<file path="src/rtl/seq_alu.sv">
// seq_alu: multi-cycle ALU with start/busy/done handshake; single-cycle ops finish at accept, MULU/DIVU/MATCH_CNT iterate.
module seq_alu #(
    parameter int WIDTH = 8,
    parameter int PAT_W = 4
) (
    input  logic             clk,
    input  logic             reset,
    input  logic             start,
    input  logic [3:0]       op,
    input  logic [WIDTH-1:0] a,
    input  logic [WIDTH-1:0] b,
    input  logic             flag_in,
    output logic             busy,
    output logic             done,
    output logic [WIDTH-1:0] result,
    output logic             flag
);
    localparam int CW = $clog2(WIDTH + 1);
    localparam logic [CW-1:0] FULL_N  = CW'(WIDTH);
    localparam logic [CW-1:0] MATCH_N = CW'(WIDTH - PAT_W + 1);
    typedef enum logic [1:0] {IDLE, RUN, DONE} state_t;
    state_t state, state_n;
    logic [3:0]         op_r;
    logic [WIDTH-1:0]   a_r, b_r, quo, quo_n, sc_res;
    logic [2*WIDTH-1:0] prod, prod_n;
    logic [WIDTH:0]     rem, rem_n, shifted, sum_ab;
    logic [CW-1:0]      cnt;
    logic               accept, iter, last, fits, match, lt, sc_flag;
    assign accept  = start && state != RUN;
    assign iter    = op == 4'd6 || op == 4'd7 || op == 4'd8;
    assign last    = state == RUN && cnt == CW'(1);
    assign busy    = state == RUN;
    assign done    = state == DONE;
    assign lt      = $signed(a) < $signed(b);
    assign sum_ab  = {1'b0, a} + {1'b0, b};
    assign shifted = {rem[WIDTH-1:0], quo[WIDTH-1]};
    assign fits    = shifted >= {1'b0, b_r};
    assign match   = quo[PAT_W-1:0] == a_r[PAT_W-1:0];
    always_comb begin
        state_n = state;
        if (accept)
            state_n = iter ? RUN : DONE;
        else if (state == DONE)
            state_n = IDLE;
        else if (last)
            state_n = DONE;
    end
    always_comb begin
        sc_res  = a;
        sc_flag = flag_in;
        case (op)
            4'd1: begin sc_res = lt ? b - a : a - b; sc_flag = lt; end
            4'd2: {sc_flag, sc_res} = sum_ab;
            4'd3: begin sc_res = {a[WIDTH-2:0], flag_in}; sc_flag = a[WIDTH-1]; end
            4'd4: sc_res = a < b ? a : b;
            4'd5: begin sc_res = a - WIDTH'(1); sc_flag = a == WIDTH'(1); end
            default: ;
        endcase
    end
    // MULU adds the multiplicand at weight (iteration index); DIVU shifts the dividend out of quo into rem; MATCH_CNT slides b through quo and counts in rem.
    always_comb begin
        prod_n = prod + (quo[0] ? ((2*WIDTH)'(a_r) << (FULL_N - cnt)) : '0);
        quo_n  = op_r == 4'd8 ? {quo[WIDTH-2:0], fits} : quo >> 1;
        rem_n  = op_r == 4'd8 ? (fits ? shifted - {1'b0, b_r} : shifted) : rem + (WIDTH+1)'(match);
    end
    always_ff @(posedge clk) begin
        if (reset)
            state <= IDLE;
        else
            state <= state_n;
    end
    always_ff @(posedge clk) begin
        if (reset) begin
            op_r   <= '0;
            a_r    <= '0;
            b_r    <= '0;
            prod   <= '0;
            rem    <= '0;
            quo    <= '0;
            cnt    <= '0;
            result <= '0;
            flag   <= 1'b0;
        end else if (accept) begin
            op_r <= op;
            a_r  <= a;
            b_r  <= b;
            prod <= '0;
            rem  <= '0;
            quo  <= op == 4'd8 ? a : b;
            cnt  <= op == 4'd7 ? MATCH_N : FULL_N;
            if (!iter) begin
                result <= sc_res;
                flag   <= sc_flag;
            end
        end else if (state == RUN) begin
            prod <= prod_n;
            rem  <= rem_n;
            quo  <= quo_n;
            cnt  <= cnt - CW'(1);
            if (last) begin
                result <= op_r == 4'd6 ? prod_n[WIDTH-1:0] : op_r == 4'd7 ? rem_n[WIDTH-1:0] : quo_n;
                flag   <= op_r == 4'd6 ? |prod_n[2*WIDTH-1:WIDTH] : op_r == 4'd7 ? |rem_n : b_r == '0;
            end
        end
    end
endmodule

</file>
<file path="config.mk">
export PLATFORM = sky130hd
export DESIGN_NAME = seq_alu
export DESIGN_NICKNAME = d
export VERILOG_FILES = /design/src/rtl/seq_alu.sv
export SDC_FILE = /design/constraint.sdc
export NUM_CORES = 1
export LEC_CHECK = 0
export CORE_UTILIZATION = 32
export CTS_BUF_LIST = sky130_fd_sc_hd__clkbuf_8
export DETAILED_ROUTE_END_ITERATION = 6
export SLEW_MARGIN = 10
export SYNTH_ARGS = -nofsm -noshare
export SYNTH_HDL_FRONTEND = slang
export SYNTH_SLANG_ARGS = --single-unit
</file>
<file path="constraint.sdc">
create_clock -name clk -period 8.7 [get_ports clk]
set_input_delay 2.175 -clock clk [delete_from_list [all_inputs] [get_ports clk]]
set_output_delay 2.175 -clock clk [all_outputs]
set_load 0.1 [all_outputs]
</file>
==> out/qor.txt, run 1 <==
vias in the first global route - 6,188
most frequent cell after synthesis - nand2_1
leading area contributor after synthesis - dfxtp_1
Net Sw Frac - 0.3900
Post-synth top cells - 129 x nand2_1, 114 x a21oi_1, 108 x nor2_1
max_slew headroom - 0.2790
post_cts resized - 0
WP depth - 11
crit path from - a[4]
Least-Margin Pin Slew - 1.079 ns
Synth area leaders - dfxtp_1 21%, ha_1 9.9%, a21oi_1 8.6%, nand2_1 7.3%, nor2_1 6.1%
Sequential Power Share - 0.347
Comb power frac - 0.367
remaining global-route overflow - 0
combinational family with the most area after synthesis - compound AO/OA/AOI/OAI gates
Setup TNS - 0 ns
critical path's slowest cell - clkdlybuf4s50_1
Core Rows - 52
crit path buf inv count - 2
CTS sink cnt - 68
Layout area overhead - 11.28%
async set or reset register ratio after synthesis - 0
post-detail-place hpwl - 15.40 mm
Yosys reg bits - 68
pin count of the biggest net entering global routing - 44
mux contribution to synthesized area - 0.04265
XOR/XNOR Fraction of Synth Area - 0.04644
Synth top area share - 0.2062
clock group share of total power - 0.286
Worst Min Path Start - prod[14]$_SDFFE_PP0P_
Fill cells - 2,141
routed length per instance - 17.19 um
Compound-Gate Fraction of Synth Area - 0.2881
worst path cell trace - clkdlybuf4s50_1 -> inv_1 -> ha_1 -> and3_1 -> a221oi_2 -> a211oi_2 -> mux2i_1 -> xnor2_1 -> a22oi_1 -> a21oi_1 -> a311o_1
EDFF count, synth - 0
Worst Hold Margin - 0.4640 ns
Pwr Density - 138.2 nW/um^2
fin nets - 1,016
Slew Limit Fails - 0
core area - 20,230 um^2
sequential share of the synthesized area - 0.2062
Syn Nets - 1,017
post-synthesis adder-cell area fraction - 0.1137
vias per cell - 5.650
Final GP Congestion - 0.9226
die height - 145.6 um
CP arrival - 5.66 ns
Worst setup SP type - primary input
Setup Viol. Count Final - 0
CTS root buf - clkbuf_8
num ports - 35
Leak - 0.002780 uW
Post-Route WL - 20.77 mm
crit-path leading delay family - compound AO/OA/AOI/OAI gates
Initial Util - 0.3262
initial DRC count - 665
reg2reg setup slack - 3.51 ns
Syn Area/Cell - 7.053 um^2
CTS tree - yes
CP endpoint kind - register
Mapped Cells - 936
first-pass GRT wire length - 33.78 mm
# diodes - 0
Max Clock Freq - 185.3 MHz
crit-path max cell delay - 0.70 ns
Critical R2R Launch - cnt[0]$_SDFFE_PP0P_
I/O Buffers - 34
total CTS buffers - 9
Longest Clk Path Bufs - 2
Post-synth top flop - dfxtp_1
Int Power - 619.3 uW
max-cap violations - 0
total die area - 21,210 um^2
worst reg-to-reg path cell count - 18
Final min period - 5.398 ns
Simple-Gate Fraction of Synth Area - 0.2420
Post-Synthesis Cell Area - 6601 um^2
Fin. Hold Viols - 0
All-Layer GR Usage - 0.1980
Cell variety after synth - 69
total setup buffers inserted after CTS - 0
share of the clock period used by the worst path - 0.6205
Crit Path Class - in2reg
outcome - finished clean
switching power - 396.0 uW
synth warn - 0
VDD IR-drop max - 65.20 uV
required time worst endpoint - 8.96 ns
Max H-tree Level - 3
drt pass-1 iters - 6
Clock Pin Slew Worst Setup and Hold Paths - 0.08 ns
Routed Antenna Nets - 0
initial antenna violation count - 0
Worst-Skew Late Latency - 0.37 ns
worst r2r dst - flag$_SDFFE_PP0P_
DRC - 0
layout cells sized above 1 - 0.05011
Clock Skews - 0.01590 ns
total power - 1015 uW
Via Count - 6,825
Worst Path Max Fanout - 12
CP endpoint - result[2]$_SDFFE_PP0P_
die width - 145.6 um
Hold Path Class - reg2reg
number of hold buffers added after CTS - 0
RSZ-0062 raised after global routing - no
==> power groups by stage <==
stage / Clock [uW] / Combinational, uW / Sequential, uW
global placement: 0 / 367 / 359
floorplan: 0 / 249 / 374
detailed placement: 0 / 366 / 359
CTS: 295 / 368 / 352
global route: 309 / 408 / 355
finish: 291 / 372 / 352
==> final cells by class <==
cell class | instances | area, um^2 | area share
clock buffer | 13 | 178.9 | 0.02436
clock inverter | 1 | 30.03 | 0.004088
inverter | 48 | 180.2 | 0.02453
multi-input combinational | 765 | 4850 | 0.6602
sequential | 68 | 1361 | 0.1853
tap | 270 | 337.8 | 0.04599
timing repair buffer | 43 | 407.9 | 0.05553
==> flip-flops by register name, summed over array words and instances (netlist names) <==
name    cells
a_r         8
b_r         8
cnt         4
flag        1
op_r        4
prod       16
quo         8
rem         9
result      8
state       2
==> cells in the final DEF, fill, tap and decap left out, types with 4 or more instances in the layout <==
cell type | synthesis | routed
nand4_1 | 8 | 8
nor3_1 | 22 | 22
inv_1 | 45 | 45
nand2b_1 | 9 | 9
a21oi_1 | 114 | 114
xnor2_1 | 21 | 21
nor4_1 | 5 | 5
a2111oi_0 | 4 | 4
xor2_1 | 14 | 14
a211o_1 | 4 | 4
a211oi_1 | 18 | 18
o21ai_0 | 37 | 37
nand2_1 | 129 | 129
o31ai_1 | 9 | 9
fa_1 | 5 | 5
buf_4 | 0 | 9
o21a_1 | 15 | 15
clkdlybuf4s50_1 | 0 | 34
a311o_1 | 6 | 6
nor2_1 | 108 | 107
or3_1 | 8 | 8
nor2b_1 | 21 | 21
a21o_1 | 8 | 8
a31oi_1 | 13 | 13
o22ai_1 | 5 | 5
a311oi_1 | 6 | 6
nand3_1 | 21 | 21
a221oi_1 | 6 | 6
o221ai_1 | 5 | 5
ha_1 | 52 | 52
o211ai_1 | 11 | 11
o21ai_1 | 6 | 6
nor3b_1 | 4 | 4
mux2_2 | 7 | 7
mux2i_1 | 18 | 18
and3_1 | 4 | 4
dfxtp_1 | 68 | 68
clkbuf_8 | 0 | 13
==> worst min-delay path by stage <==
stage	end	slack (ns)	cells after the start
3_3_place_gp	prod[14]$_SDFFE_PP0P_	0.45	2
3_5_place_dp	prod[8]$_SDFFE_PP0P_	0.45	2
5_1_grt	prod[8]$_SDFFE_PP0P_	0.49	2
4_1_cts	prod[0]$_SDFFE_PP0P_	0.46	2
6_report	prod[14]$_SDFFE_PP0P_	0.46	2
2_1_floorplan	prod[0]$_SDFFE_PP0P_	0.44	2
==> logic make-up (layout without fill, tap and decap cells) <==
logic type / after synthesis / count (layout)
XOR/XNOR: 35 / 35
flip-flops: 68 / 68
AO/OA/AOI/OAI: 295 / 295
buffers and inverters: 103 / 105
AND/OR/NAND/NOR: 352 / 352
adder cells (fa/ha/maj): 57 / 57
multiplexers: 26 / 26
==> layer usage <==
layer,GRT usage,wire [um]
met4,0.05474,364
met1,0.2823,9831
met3,0.03135,1305
met2,0.3072,9267
met5,0,0
==> metrics by stage <==
stage,cell area (um^2),setup slack (ns),utilization,std cells
after floorplan,6601,3.996,-,936
after global routing,7346,3.078,0.3630,1208
after global placement,7137,3.147,0.3527,1194
after CTS,7346,3.419,0.3630,1208
after detailed placement,7137,3.043,0.3527,1194
final,7346,3.302,0.3630,1208
==> worst reg2reg max path: stages (launching register included) <==
cell	delay, ns
dfxtp_1	0.69
inv_2	0.17
ha_1	0.71
mux2i_1	0.25
nor2_1	0.05
a31oi_1	0.15
nor2_1	0.09
a21oi_1	0.15
nor2_1	0.05
o21a_1	0.20
ha_1	0.35
a211oi_1	0.32
o21a_1	0.26
o31ai_1	0.12
a311oi_1	0.36
xnor2_1	0.12
or3_1	0.37
nor4_1	0.46
o211ai_1	0.17
Power figures use the tool's default switching activity.
==> inputs of run 2 (changes only) <==
Clock period 8.7 ns to 4.9 ns, I/O delays scaled along.
==> out/qor.txt, run 2 (synthesis gave the netlist of run 1 again) <==
Routed Antenna Nets - 0 (unchanged)
Least-Margin Pin Slew - 0.9732 ns (was 1.079 ns)
total power - 1921 uW (was 1015 uW)
max reg flops - 16 (unchanged)
Final min period - 4.246 ns
fin nets - 1,040 (was 1,016)
setup ws final - 0.6538 ns (was 3.302 ns)
CTS sink cnt - 68 (unchanged)
Largest regs - prod x16, rem x9 (unchanged)
post-detail-place hpwl - 16.17 mm (was 15.40 mm)
Worst Path Max Fanout - 9 (was 12)
most frequent cells in the layout - 129 x nand2_1, 114 x a21oi_1, 107 x nor2_1, 68 x dfxtp_1, 52 x ha_1 (unchanged)
drt pass-1 iters - 6 (unchanged)
Core Rows - 52 (unchanged)
Final Util - 0.3739 (was 0.3630)
Worst setup SP type - register (was primary input)
# diodes - 0 (unchanged)
Setup TNS - 0 ns (unchanged)
max_slew headroom - 0.3491 (was 0.2790)
Pwr Density - 253.9 nW/um^2 (was 138.2 nW/um^2)
vias per cell - 5.552 (was 5.650)
vias in the first global route - 6,463 (was 6,188)
Clock Skews - 0.02123 ns (was 0.01590 ns)
Leak - 0.002920 uW (was 0.002780 uW)
Longest Clk Path Bufs - 2 (unchanged)
Hold Path End - prod[14]$_SDFFE_PP0P_ (unchanged)
CTS root buf - clkbuf_8 (unchanged)
Final GP Congestion - 0.9162 (was 0.9226)
post_cts resized - 0 (unchanged)
WHS Path Cells - 2 (unchanged)
crit-path max cell delay - 0.42 ns (was 0.70 ns)
Clock Pin Slew Worst Setup and Hold Paths - 0.09 ns (was 0.08 ns)
CP arrival - 4.49 ns (was 5.66 ns)
max-cap violations - 0 (unchanged)
Layout area overhead - 14.59% (was 11.28%)
Fin. Hold Viols - 0 (unchanged)
die height - 145.6 um (unchanged)
Initial Util - 0.3262 (unchanged)
DRC - 0 (unchanged)
reg2reg setup slack - 0.65 ns (was 3.51 ns)
CP endpoint kind - register (unchanged)
remaining global-route overflow - 0 (unchanged)
core area - 20,230 um^2 (unchanged)
layout cells sized above 1 - 0.07573 (was 0.05011)
largest register by flop count - prod (unchanged)
CTS tree - yes (unchanged)
Worst Min Path Start - prod[14]$_SDFFE_PP0P_ (unchanged)
worst reg-to-reg path cell count - 17 (was 18)
first-pass GRT wire length - 35.03 mm (was 33.78 mm)
share of the clock period used by the worst path - 0.8666
Via Count - 6,851 (was 6,825)
critical path's slowest cell - ha_1 (was clkdlybuf4s50_1)
initial antenna violation count - 0 (unchanged)
I/O Buffers - 34 (unchanged)
Worst-Skew Late Latency - 0.37 ns (about the same)
num ports - 35 (unchanged)
Max Clock Freq - 235.5 MHz
outcome - finished clean (unchanged)
Critical R2R Launch - cnt[0]$_SDFFE_PP0P_ (unchanged)
Setup Viol. Count Final - 0 (unchanged)
worst path cell trace - inv_2 -> ha_1 -> buf_4 -> nor3b_1 -> nor2b_1 -> ha_1 -> inv_1 -> fa_1 -> nor2b_1 -> o31ai_1 -> a21oi_1 -> a311oi_1 -> xnor2_1 -> or3_1 -> nor4_1 -> buf_4 -> o211ai_1 (was clkdlybuf4s50_1 -> inv_1 -> ha_1 -> and3_1 -> a221oi_2 -> a211oi_2 -> mux2i_1 -> xnor2_1 -> a22oi_1 -> a21oi_1 -> a311o_1)
worst r2r dst - flag$_SDFFE_PP0P_ (unchanged)
All-Layer GR Usage - 0.2062 (was 0.1980)
Post-Route WL - 21.54 mm (was 20.77 mm)
total setup buffers inserted after CTS - 0 (unchanged)
pin count of the biggest net entering global routing - 44 (unchanged)
RSZ-0062 raised after global routing - no (unchanged)
required time worst endpoint - 5.14 ns (was 8.96 ns)
total die area - 21,210 um^2 (unchanged)
most common cell after layout, fill and taps aside - nand2_1 (unchanged)
Hold Path Class - reg2reg (unchanged)
Crit Path Class - reg2reg (was in2reg)
routed length per instance - 17.46 um (was 17.19 um)
VDD IR-drop max - 116.5 uV (was 65.20 uV)
number of hold buffers added after CTS - 0 (unchanged)
Place WS - 0.3685 ns (was 3.043 ns)
initial DRC count - 675 (was 665)
total CTS buffers - 9 (unchanged)
Worst Hold Margin - 0.4617 ns (was 0.4640 ns)
die width - 145.6 um (unchanged)
Slew Limit Fails - 0 (unchanged)
Max H-tree Level - 3 (unchanged)
[run 2: cell count changes in the layout (fill, tap and decap cells not counted), sizes merged]
cell,change
buf,+25
bufinv,+2
clkbuf,-2
clkdlybuf4s50,-1
clkinv,+1
inv,+1
[run 2: cell type report]
cell class	count	area (um^2)
clock inverter	5	98.84
multi-input combinational	765	4850
clock buffer	11	151.4
fill	2133	12670
sequential	68	1361
inverter	48	180.2
timing repair buffer	67	585.6
tap	270	337.8
[run 2: critical path: cells and delay by family (launching register included)]
family | cells | cell delay [ns]
xor gates and xnor gates | 1 | 0.17
adders and majority gates | 3 | 0.99
and+or+nand+nor | 5 | 1.30
buffers and inverters | 4 | 0.52
AOI/OAI and AO/OA | 4 | 0.80
DFF | 1 | 0.34
[run 2: per-layer routing]
metal  global-route usage  vias to the layer above  part of all wire
li1                     -                     3414                 -
met1               0.2838                     3178              0.47
met2               0.3272                      220              0.44
met3              0.03197                       39             0.062
met4              0.07000                        0             0.026
met5                    0                        -                 0
[run 2: where the power goes]
| part | leakage, uW | switching [uW] | internal (uW) | total [uW] |
|---|---|---|---|---|
| clock network | 0.000131 | 239 | 364 | 603 |
| logic | 0.00223 | 443 | 251 | 695 |
| registers | 0.000556 | 40.1 | 583 | 623 |
[run 2: how the worst max path moves through the flow]
stage,start,cells after the start,slack [ns],to
floorplan,cnt[0]$_SDFFE_PP0P_,20,0.66,flag$_SDFFE_PP0P_
global placement,a[4],11,0.41,result[4]$_SDFFE_PP0P_
detailed placement,a[4],11,0.37,result[4]$_SDFFE_PP0P_
CTS,cnt[0]$_SDFFE_PP0P_,17,0.65,flag$_SDFFE_PP0P_
global route,cnt[0]$_SDFFE_PP0P_,17,0.20,flag$_SDFFE_PP0P_
finish,cnt[0]$_SDFFE_PP0P_,17,0.65,flag$_SDFFE_PP0P_
[run 2: stage by stage]
| stage | cells | cell area, um^2 |
|---|---|---|
| 6_report | 1234 | 7565 |
| 3_3_place_gp | 1218 | 7315 |
| 5_1_grt | 1234 | 7565 |
| 4_1_cts | 1234 | 7565 |
| 3_5_place_dp | 1218 | 7315 |
| 2_1_floorplan | 936 | 6601 |
